### src/rtl/uart_bus_bridge.sv
// uart_bus_bridge: UART-driven debug/loader initiator on the SoC data bus.
// Host bytes arrive from the buart receiver and become word reads/writes.
// Status and read data go back through the buart transmitter.
// The bridge also owns the processor hold line so a host can load code and release the CPU.
// Optional build macro UART_BRIDGE_CHECKSUM_EN: 'W'/'R' carry a trailing XOR checksum byte.
// All outputs are registered. A received byte is consumed in the cycle op_uart_rd is high,
// and that cycle is followed by one gap cycle.
module uart_bus_bridge #(
  parameter int unsigned RD_TIMEOUT    = 16,
  parameter logic        HOLD_ON_RESET = 1'b1
) (
  input  logic        clk,
  input  logic        reset,
  input  logic        ip_uart_valid,
  input  logic [7:0]  ip_uart_rx_data,
  output logic        op_uart_rd,
  input  logic        ip_uart_busy,
  output logic        op_uart_wr,
  output logic [7:0]  op_uart_tx_data,
  output logic [31:0] op_data_addr,
  output logic        op_data_wr,
  output logic [3:0]  op_data_mask,
  output logic [31:0] op_data_to_mem,
  output logic        op_data_rd,
  input  logic        ip_data_valid,
  input  logic [31:0] ip_data_from_mem,
  output logic        op_cpu_hold,
  output logic        op_active
);

  localparam int unsigned TMO_W = (RD_TIMEOUT > 1) ? $clog2(RD_TIMEOUT) : 1;

  localparam logic [2:0] ST_IDLE     = 3'd0;
  localparam logic [2:0] ST_GET_ADDR = 3'd1;
  localparam logic [2:0] ST_GET_DATA = 3'd2;
`ifdef UART_BRIDGE_CHECKSUM_EN
  localparam logic [2:0] ST_GET_CSUM = 3'd3;
`endif
  localparam logic [2:0] ST_BUS_WR   = 3'd4;
  localparam logic [2:0] ST_BUS_RD   = 3'd5;
  localparam logic [2:0] ST_SEND     = 3'd6;

  localparam logic [7:0] CMD_WRITE = 8'h57;
  localparam logic [7:0] CMD_READ  = 8'h52;
  localparam logic [7:0] CMD_HOLD  = 8'h48;
  localparam logic [7:0] CMD_GO    = 8'h47;
  localparam logic [7:0] RSP_OK    = 8'h4B;
  localparam logic [7:0] RSP_ERR   = 8'h45;

  logic [2:0]       state, state_nxt;
  logic             gap, gap_nxt;
  logic             is_wr, is_wr_nxt;
  logic [1:0]       bcnt, bcnt_nxt;
  logic [TMO_W-1:0] tmo, tmo_nxt;
  logic [31:0]      reply, reply_nxt;
  logic [2:0]       send_cnt, send_cnt_nxt;
`ifdef UART_BRIDGE_CHECKSUM_EN
  logic [7:0]       csum, csum_nxt;
`endif

  logic             uart_rd_nxt, uart_wr_nxt, data_wr_nxt, data_rd_nxt, hold_nxt, active_nxt;
  logic [7:0]       tx_data_nxt;
  logic [31:0]      addr_nxt, wdata_nxt;
  logic [3:0]       mask_nxt;
  logic             rx_state;
  logic [7:0]       rx_byte;

  // Next-state, handshake and datapath decode
  always_comb begin
    state_nxt    = state;
    gap_nxt      = 1'b0;
    is_wr_nxt    = is_wr;
    bcnt_nxt     = bcnt;
    tmo_nxt      = tmo;
    reply_nxt    = reply;
    send_cnt_nxt = send_cnt;
`ifdef UART_BRIDGE_CHECKSUM_EN
    csum_nxt     = csum;
`endif
    uart_rd_nxt  = 1'b0;
    uart_wr_nxt  = 1'b0;
    tx_data_nxt  = op_uart_tx_data;
    addr_nxt     = op_data_addr;
    wdata_nxt    = op_data_to_mem;
    data_wr_nxt  = 1'b0;
    mask_nxt     = 4'h0;
    data_rd_nxt  = op_data_rd;
    hold_nxt     = op_cpu_hold;
    rx_byte      = ip_uart_rx_data;

    rx_state = (state == ST_IDLE) || (state == ST_GET_ADDR) || (state == ST_GET_DATA);
`ifdef UART_BRIDGE_CHECKSUM_EN
    rx_state = rx_state || (state == ST_GET_CSUM);
`endif

    // Arm the consume pulse; the byte is taken while op_uart_rd is high, then one gap cycle
    uart_rd_nxt = rx_state && ip_uart_valid && !op_uart_rd && !gap;
    gap_nxt     = op_uart_rd;

    case (state)
      ST_IDLE: begin
        if (op_uart_rd) begin
`ifdef UART_BRIDGE_CHECKSUM_EN
          csum_nxt = rx_byte;
`endif
          case (rx_byte)
            CMD_WRITE, CMD_READ: begin
              is_wr_nxt = (rx_byte == CMD_WRITE);
              bcnt_nxt  = 2'd0;
              state_nxt = ST_GET_ADDR;
            end
            CMD_HOLD, CMD_GO: begin
              hold_nxt     = (rx_byte == CMD_HOLD);
              reply_nxt    = 32'(RSP_OK);
              send_cnt_nxt = 3'd1;
              state_nxt    = ST_SEND;
            end
            default: ;
          endcase
        end
      end

      ST_GET_ADDR: begin
        if (op_uart_rd) begin
          addr_nxt = {rx_byte, op_data_addr[31:8]};
          bcnt_nxt = bcnt + 2'd1;
`ifdef UART_BRIDGE_CHECKSUM_EN
          csum_nxt = csum ^ rx_byte;
`endif
          if (bcnt == 2'd3) begin
            if (is_wr) begin
              state_nxt = ST_GET_DATA;
            end else begin
`ifdef UART_BRIDGE_CHECKSUM_EN
              state_nxt = ST_GET_CSUM;
`else
              state_nxt   = ST_BUS_RD;
              data_rd_nxt = 1'b1;
              tmo_nxt     = '0;
`endif
            end
          end
        end
      end

      ST_GET_DATA: begin
        if (op_uart_rd) begin
          wdata_nxt = {rx_byte, op_data_to_mem[31:8]};
          bcnt_nxt  = bcnt + 2'd1;
`ifdef UART_BRIDGE_CHECKSUM_EN
          csum_nxt  = csum ^ rx_byte;
`endif
          if (bcnt == 2'd3) begin
`ifdef UART_BRIDGE_CHECKSUM_EN
            state_nxt = ST_GET_CSUM;
`else
            state_nxt   = ST_BUS_WR;
            data_wr_nxt = 1'b1;
            mask_nxt    = 4'hF;
`endif
          end
        end
      end

`ifdef UART_BRIDGE_CHECKSUM_EN
      ST_GET_CSUM: begin
        if (op_uart_rd) begin
          if (rx_byte != csum) begin
            reply_nxt    = 32'(RSP_ERR);
            send_cnt_nxt = 3'd1;
            state_nxt    = ST_SEND;
          end else if (is_wr) begin
            state_nxt   = ST_BUS_WR;
            data_wr_nxt = 1'b1;
            mask_nxt    = 4'hF;
          end else begin
            state_nxt   = ST_BUS_RD;
            data_rd_nxt = 1'b1;
            tmo_nxt     = '0;
          end
        end
      end
`endif

      // Write strobe is high for exactly this cycle
      ST_BUS_WR: begin
        reply_nxt    = 32'(RSP_OK);
        send_cnt_nxt = 3'd1;
        state_nxt    = ST_SEND;
      end

      ST_BUS_RD: begin
        if (ip_data_valid) begin
          data_rd_nxt  = 1'b0;
          reply_nxt    = ip_data_from_mem;
          send_cnt_nxt = 3'd4;
          state_nxt    = ST_SEND;
        end else if (tmo == TMO_W'(RD_TIMEOUT - 1)) begin
          data_rd_nxt  = 1'b0;
          reply_nxt    = 32'(RSP_ERR);
          send_cnt_nxt = 3'd1;
          state_nxt    = ST_SEND;
        end else begin
          tmo_nxt = tmo + TMO_W'(1);
        end
      end

      // One byte per pulse; the cycle after a pulse is skipped before busy is trusted again
      ST_SEND: begin
        if (!ip_uart_busy && !op_uart_wr) begin
          uart_wr_nxt  = 1'b1;
          tx_data_nxt  = reply[7:0];
          reply_nxt    = {8'h00, reply[31:8]};
          send_cnt_nxt = send_cnt - 3'd1;
          if (send_cnt == 3'd1) state_nxt = ST_IDLE;
        end
      end

      default: state_nxt = ST_IDLE;
    endcase

    active_nxt = (state_nxt != ST_IDLE);
  end

  // State and output registers
  always_ff @(posedge clk) begin
    if (reset) begin
      state           <= ST_IDLE;
      gap             <= 1'b0;
      is_wr           <= 1'b0;
      bcnt            <= 2'd0;
      tmo             <= '0;
      reply           <= 32'h0;
      send_cnt        <= 3'd0;
`ifdef UART_BRIDGE_CHECKSUM_EN
      csum            <= 8'h00;
`endif
      op_uart_rd      <= 1'b0;
      op_uart_wr      <= 1'b0;
      op_uart_tx_data <= 8'h00;
      op_data_addr    <= 32'h0;
      op_data_wr      <= 1'b0;
      op_data_mask    <= 4'h0;
      op_data_to_mem  <= 32'h0;
      op_data_rd      <= 1'b0;
      op_cpu_hold     <= HOLD_ON_RESET;
      op_active       <= 1'b0;
    end else begin
      state           <= state_nxt;
      gap             <= gap_nxt;
      is_wr           <= is_wr_nxt;
      bcnt            <= bcnt_nxt;
      tmo             <= tmo_nxt;
      reply           <= reply_nxt;
      send_cnt        <= send_cnt_nxt;
`ifdef UART_BRIDGE_CHECKSUM_EN
      csum            <= csum_nxt;
`endif
      op_uart_rd      <= uart_rd_nxt;
      op_uart_wr      <= uart_wr_nxt;
      op_uart_tx_data <= tx_data_nxt;
      op_data_addr    <= addr_nxt;
      op_data_wr      <= data_wr_nxt;
      op_data_mask    <= mask_nxt;
      op_data_to_mem  <= wdata_nxt;
      op_data_rd      <= data_rd_nxt;
      op_cpu_hold     <= hold_nxt;
      op_active       <= active_nxt;
    end
  end

endmodule

### config.mk
export PLATFORM = sky130hd
export DESIGN_NAME = uart_bus_bridge
export DESIGN_NICKNAME = d
export VERILOG_FILES = /design/src/rtl/uart_bus_bridge.sv
export SDC_FILE = /design/constraint.sdc
export NUM_CORES = 1
export LEC_CHECK = 0
export BUFFER_PORTS_ARGS = -buffer_cell sky130_fd_sc_hd__buf_2
export CORE_UTILIZATION = 58
export CTS_CLUSTER_SIZE = 30
export DETAILED_ROUTE_END_ITERATION = 6
export GPL_ROUTABILITY_DRIVEN = 0
export HOLD_SLACK_MARGIN = 0.15
export PLACE_DENSITY = 0.85
export SETUP_SLACK_MARGIN = 0.15
export SLEW_MARGIN = 20
export SYNTH_ARGS = -nofsm -noshare
export SYNTH_HDL_FRONTEND = slang
export SYNTH_SLANG_ARGS = --single-unit
### constraint.sdc
create_clock -name clk -period 3.8 [get_ports clk]
set_clock_uncertainty 0.05 [all_clocks]
set_input_delay 0.38 -clock clk [delete_from_list [all_inputs] [get_ports clk]]
set_output_delay 0.38 -clock clk [all_outputs]
set_load 0.005 [all_outputs]
# Word-level counts from Yosys, hierarchy flattened
# Index checks and enable logic that the tools add are counted.
[totals]
ff_bits = 128
inputBits = 45
elab_cells = 118
[classes]
addsub = 3
eq_ne = 23
mux = 43
bitwise_logic = 3
reduce_logical = 29
[ops]
columns = ["operator", "n"]
rows = [
  ["$mux 32", 5],
  ["$pmux 32 s4", 1],
  ["$mux 3", 15],
  ["$eq 8x7->1 const B", 4],
  ["$mux 4", 6],
  ["$pmux 3 s6", 1],
  ["$ne 2x2->1 const B", 6],
  ["$pmux 3 s4", 1],
  ["$reduce_and 5->1", 2],
  ["$eq 3x3->1 const B", 3],
  ["$ne 2x1->1 const B", 4],
  ["$pmux 4 s2", 1],
  ["$reduce_or 2->1", 4],
  ["$mux 1", 7],
  ["$eq 3x1->1 const B", 2],
  ["$mux 2", 3],
  ["$pmux 3 s2", 1],
  ["$reduce_and 2->1", 3],
  ["$reduce_and 3->1", 2],
  ["$reduce_and 6->1", 1],
  ["$add 4x1->4 const B", 1],
  ["$eq 4x4->1 const B", 1],
  ["$logic_and 1x1->1", 4],
  ["$logic_not 1->1", 4],
  ["15 further kinds", 19],
]

# Logic depth before layout (Yosys ltp)
# Gate-level depths: netlist of the first run.
[logic_depth]
ltp_word = 6
ltp_mapped = 7
mapped_depth_nobuf = 6

# Worst setup path before layout of the first run
# OpenSTA, ideal clock, no wires.
[synth_path]
path_type = "register -> register"
from = "register tmo[0]"
to = "register reply[11]"
setup_time_ns = 0.121
t_arrival_ns = 1.701
t_required_ns = 3.629
setup_slack_ns = 1.927
path_stages_with_launch = 8
period_less_slack_ns = 1.873
path_cell_list = "dfxtp_1 ha_1 a31o_2 o32ai_2 a21o_1 buf_6 buf_12 mux2_4"
[synth_between]
elab_chain_len = 3
[synth_rtl]
columns = ["element", "line", "text"]
rows = [
  ["start, declared", "54", "logic [TMO_W-1:0] tmo, tmo_nxt;"],
  ["start signal, assigned", "253", "tmo <= tmo_nxt;"],
  ["$eq 4x4->1", "198", "end else if (tmo == TMO_W'(RD_TIMEOUT - 1)) begin"],
  ["$ne 3x3->1 (no source line)", "n/a", ""],
  ["$reduce_and 5->1 (no source line)", "n/a", ""],
  ["end signal, assigned", "254", "reply <= reply_nxt;"],
  ["end, declared", "55", "logic [31:0] reply, reply_nxt;"],
]
# No other way between the ends.
# A chain may end at the register's enable or synchronous reset.

# Worst setup path after layout of the first run
[layout_path]
from = "register state[0]"
to = "register reply[13]"
[layout_between]
elab_chain_len = 3
elab_cells_between_ends = 11
cone_classes = "eq/ne (7); mux (1); reduce/logical (3)"
[layout_rtl]
columns = ["element", "line", "text"]
rows = [
  ["start, declared", "50", "logic [2:0] state, state_nxt;"],
  ["start signal, assigned", "249", "state <= state_nxt;"],
  ["$eq 3x3->1 or $logic_not 3->1 (tied branches)", "100", "case (state)"],
  ["$ne 3x3->1 (no source line), or another cell as far along", "n/a", ""],
  ["$reduce_and 5->1 (no source line)", "n/a", ""],
]
# Several ways; a longest one is shown, not always the timed one.

==> results.cfg, run 1 <==
[detailed_routing]
via_per_inst = 5.74
postRouteAntennaNets = 0
wl_mm = 13.7
via_count = 4979
drtPass1Iterations = 7
drc = 7
drt-initial-drc-count = 505
post_drt_wl_per_cell_um = 15.8

[grt]
met1_usage = 0.359
grt_pass1_vias = 4575
antenna_found_initial = 0
grtUsageMet2 = 0.480
grt_pass1_wl_mm = 22.3
grt.overflow.total = 0
track_usage = 0.288
busiest_layer = met2
grt_max_degree = 133
grt_util_met3 = 0.0580

[logic_synthesis]
synth_area_leaders = dfxtp_1 (46%), nand2_1 (11%), a21oi_1 (7.6%)
mappedNetlistArea_um2 = 5370
yosys_warnings = 0
postSynthCellCount = 632
ys_types = 53
synthArstFlopShare = 0
synth_top_area_share = 0.462
seq_area_frac_synth = 0.462
synthesis.nets = 681
synth_largest_area_cell = dfxtp_1
ys_ff_latch = 124
synth_edf_count = 0
syn_area_per_cell_um2 = 8.50
ys_dominant_reg_cell = dfxtp_1

[job]
cap_violations = 0

[worst_setup_path]
cpPeakStageDelay_ns = 0.64
cp_data_arrival_time_ns = 2.99
worstPathMaxFanout = 17
slowest_stage = dfxtp_1
cp-start-kind = register
crit_family = compound AO/OA/AOI/OAI gates
cp_num_buf_inv = 1
path_class = reg -> reg
cp-end-kind = register
crit_path_cell_trace = nor2_1 -> o32ai_2 -> a21o_1 -> buf_4 -> mux2_4
required_ns = 4.15

[floorplanning]
ios = 127
die_h_um = 98.2
dieWidth_um = 98.2
design.core.area_um2 = 8850
die-area_um2 = 9650
initial_core_util = 0.607
rows = 34

[clocking]
insertion_delay_ns = 0.52
cts_buffers = 17
cts_resized = 0
cts-root-buf = clkbuf_8
clkTransAtPathRegs_ns = 0.06
htree_levels = 4
clk_path_buf_depth = 2
clock_sinks = 124
cts_tree = built

[placement]
dpl.cell_count = 819
port_buffers = 126
placed_area_um2 = 5920
hpwl_mm = 8.31

[layout]
antenna-diode-count = 0
drive_gt1_frac = 0.256
final_area_um2 = 6750
num-nets-final = 796
layout.cells.non_filler = 867
area_growth_pct = 25.7

[timing]
fmax_mhz = 379
slew_headroom = 0.253
fin_crit_sh = 0.694
fin_crit_ns = 2.64
finalSetupViolations = 0
finalSetupTns_ns = 0
tightest_slew_ns = 1.12
rsz0062_at_grt = no
hold_violations = 0
drv_slew = 0

[pwr]
p_total_uw = 3170
power_density_nw_per_um2 = 470
p_leak_uw = 0.00279
vdd_drop_max_mv = 0.347

[outcome]
status = finished with violations
violations = design-rule violations

[min_path]
hold_class = in -> reg
-- kinds of logic after synthesis --
| kind of cell | synth area share |
|---|---|
| simple gates | 0.244 |
| compound gates | 0.174 |
| flops | 0.462 |
| buf+inv | 0.0503 |
| mux | 0.0585 |
| fa+ha+maj | 0.00932 |
| xor+xnor | 0.00163 |
-- area by class of cell --
class | instances | area (µm²)
Clock buffer | 17 | 414
Clock inverter | 14 | 230
Fill cell | 595 | 2100
Inverter | 5 | 18.8
Multi-Input combinational cell | 452 | 2630
Sequential cell | 124 | 2480
Tap cell | 108 | 135
Timing Repair Buffer | 147 | 837
-- synthesized netlist by cell type, types with 2 or more instances --
| library cell | n |
|---|---|
| o21bai_1 | 3 |
| nor4b_1 | 3 |
| and3b_1 | 3 |
| buf_2 | 4 |
| a311oi_1 | 4 |
| buf_4 | 4 |
| a22oi_1 | 19 |
| o21ai_0 | 17 |
| nor2b_1 | 25 |
| o32ai_2 | 2 |
| nand3_1 | 3 |
| nand2_1 | 155 |
| buf_12 | 2 |
| mux2_4 | 13 |
| a31oi_1 | 5 |
| buf_1 | 2 |
| mux2_2 | 7 |
| and3_1 | 2 |
| nand4_1 | 2 |
| a22o_1 | 3 |
| a211oi_1 | 4 |
| clkbuf_1 | 38 |
| nand2b_1 | 21 |
| mux2i_1 | 4 |
| nor4b_4 | 2 |
| nand3b_1 | 10 |
| nor3_1 | 4 |
| inv_1 | 5 |
| a21oi_1 | 81 |
| and4b_1 | 2 |
| nor2_1 | 35 |
| ha_1 | 4 |
| dfxtp_1 | 124 |
-- worst paths after layout --
kind                              from          to  slack, ns  cells after the start
setup / recovery              state[0]   reply[13]       1.16                      5
hold / removal    ip_data_from_mem[10]   reply[10]       0.18                      4
setup reg to reg              state[0]   reply[13]       1.16                      5
hold reg to reg                    gap  op_uart_rd       0.34                      1
-- routing by layer --
layer  up-vias  share of wire  wire [µm]
met4         0          0.022        303
li1       2383              -          -
met3        30          0.053        730
met1      2377           0.43       5940
met5         -              0          0
met2       189           0.49       6690
-- stage by stage --
stage | hold slack [ns] | utilization | worst slack (ns)
after floorplan | 0.323 | - | 1.93
after global placement | 0.338 | 0.669 | 1.35
after detailed placement | 0.349 | 0.669 | 1.24
after CTS | 0.183 | 0.761 | 1.23
after global routing | 0.199 | 0.763 | 1.02
final | 0.183 | 0.763 | 1.16
-- state kept, by name, summed over array words and instances, names as in the netlist, 2 cells and up --
| signal | cells |
|---|---|
| op_uart_tx_data | 8 |
| reply | 32 |
| op_data_addr | 32 |
| tmo | 4 |
| send_cnt | 3 |
| state | 3 |
| op_data_to_mem | 32 |
| bcnt | 2 |
-- cell usage in the layout, fill, tap and decap left out, types with 3 or more instances in the layout --
cell type      count
a211oi_1           4
a21oi_1           81
a22o_1             3
a22oi_1           19
a311oi_1           4
a31oi_1            5
and3b_1            3
buf_2            125
buf_4              4
bufinv_16          5
clkbuf_16         16
dfxtp_1          124
dlygate4sd3_1     17
ha_1               4
inv_1              5
inv_6              6
mux2_2             7
mux2_4            13
mux2i_1            4
nand2_1          155
nand2b_1          20
nand3b_1          10
nor2_1            35
nor2b_1           24
nor3_1             4
nor4b_1            3
o21ai_0           17
o21bai_1           3
-- worst reg2reg max path, delay by kind of cell, from the launching register on --
kind	cells	cell delay, ns
flip-flops	1	0.64
multiplexers	1	0.31
AO/OA/AOI/OAI	2	1.05
buffers and inverters	1	0.31
AND/OR/NAND/NOR	1	0.16
-- report_power, final --
part           total [µW]  switching [µW]  internal [µW]
clock network        1760             620           1150
registers            1310            3.35           1300
logic                99.0            54.8           44.2
total                3170             678           2490
-- repair_timing --
action                    CTS  global route
buffers inserted            0             0
hold buffers               17             0
hold endpoints to repair   23             0
(Power assumes the default switching activity.)
==> inputs of run 2 (changes only) <==
CORE_UTILIZATION = 48   (was 58)
PLACE_DENSITY = 0.75   (was 0.85)
clock period = 2.1 ns   (was 3.8 ns; I/O delays follow)
==> results.cfg, run 2 (synthesis gave the netlist of run 1 again) <==
[layout]
top_regs = op_data_addr: 32 flops, op_data_to_mem: 32 flops, reply: 32 flops
antenna-diode-count = 0
drive_gt1_frac = 0.271
layout_common_cells = nand2_1 (155), buf_2 (125), dfxtp_1 (123)
final_common_cell = nand2_1
num-fill-cells = 879
area_growth_pct = 35.2
num-nets-final = 839

[detailed_routing]
via_count = 5040
postRouteAntennaNets = 0
drtPass1Iterations = 5
m1WireLength_mm = 6.30
wl_mm = 14.2
via_per_inst = 5.34
met2_length_mm = 6.89
highest_layer = met4
post_drt_wl_per_cell_um = 15.1
wl_met3_um = 720
drc = 0
drt-initial-drc-count = 327

[floorplanning]
dieWidth_um = 108
die_h_um = 108
die-area_um2 = 11600
rows = 38
ios = 127
initial_core_util = 0.493
design.core.area_um2 = 10900

[timing]
fmax_mhz = 533
hold_ws_ns = 0.174
drv_slew = 0
slew_headroom = 0.539
rsz0062_at_grt = no
tightest_slew_ns = 0.691
finalSetupViolations = 0
fin_crit_sh = 0.894
fin_crit_ns = 1.88
finalSetupTns_ns = 0
hold_violations = 0

[grt]
track_usage = 0.244
antenna_found_initial = 0
grt.overflow.total = 0
grt_pass1_wl_mm = 22.3
grt_pass1_vias = 4653
grt_max_degree = 74

[worst_setup_path]
cp-end-kind = register
path_class = in -> reg
slowest_stage = dlygate4sd3_1
cpPeakStageDelay_ns = 0.54
cp_data_arrival_time_ns = 2.23
cp-start-kind = primary input
worstPathMaxFanout = 6
crit_path_cell_trace = dlygate4sd3_1 -> buf_2 -> nor4b_4 -> o211ai_2 -> a21o_4 -> clkbuf_16 -> mux2_4
required_ns = 2.45

[pwr]
vdd_drop_max_mv = 0.439
p_total_uw = 5670
power_density_nw_per_um2 = 781
p_leak_uw = 0.00301

[placement]
hpwl_mm = 8.59
port_buffers = 126

[clocking]
clkTransAtPathRegs_ns = 0.06
htree_levels = 4
clk_path_buf_depth = 2
cts_tree = built
cts-root-buf = clkbuf_8
clock_sinks = 124
insertion_delay_ns = 0.51
cts_buffers = 17

[outcome]
status = finished, final reports clean

[min_path]
hold_class = in -> reg

[job]
cap_violations = 0
run 2: final cells by class:
cell class | instances | area (µm²) | share of cell area
Clock buffer | 19 | 442 | 0.0609
Clock inverter | 13 | 186 | 0.0257
Inverter | 5 | 18.8 | 0.00259
Multi-Input combinational cell | 452 | 2660 | 0.367
Sequential cell | 124 | 2480 | 0.342
Tap cell | 140 | 175 | 0.0241
Timing Repair Buffer | 190 | 1290 | 0.178
run 2: worst paths after layout:
path	startpoint	end	slack [ns]	cells after the start
worst min register to register	gap	op_uart_rd	0.35	1
worst max register to register	tmo[0]	reply[22]	0.27	6
worst max-delay path	ip_uart_rx_data[1]	reply[22]	0.22	7
worst min-delay path	ip_data_valid	reply[3]	0.17	5
run 2: routing by layer:
metal	GRT usage	up-vias
met4	0.0910	0
met1	0.311	2352
met5	0	-
met2	0.400	185
met3	0.0557	39
li1	-	2464
run 2: timing repair:
item	4_1_cts	5_1_grt
pin swaps	0	1
hold buffers	40	0
resized for setup	0	8
buffers inserted	0	2
endpoints found under the setup margin	6	23
cloned	0	3
endpoints found under the hold margin	58	0
run 2: metrics by stage:
stage	util	instance area (µm²)	std cells	setup slack, ns
after global routing	0.667	7260	943	0.165
final	0.667	7260	943	0.223
after global placement	0.561	6110	866	0.226
after detailed placement	0.561	6110	866	0.172
after floorplan	-	5370	632	0.227
after CTS	0.655	7140	938	0.137
run 2: worst max-delay path, delay by kind of cell:
family                 cells  cell delay (ns)
muxes                      1             0.30
and+or+nand+nor            1             0.34
AOI/OAI and AO/OA          2             0.49
buffers and inverters      3             0.89
run 2: power breakdown:
group | total, µW | switching (µW) | leakage, µW | internal [µW]
sequential | 2360 | 4.83 | 0.000999 | 2360
combinational | 230 | 112 | 0.00171 | 118
clock | 3080 | 1080 | 0.000309 | 2000
total | 5670 | 1200 | 0.00301 | 4470
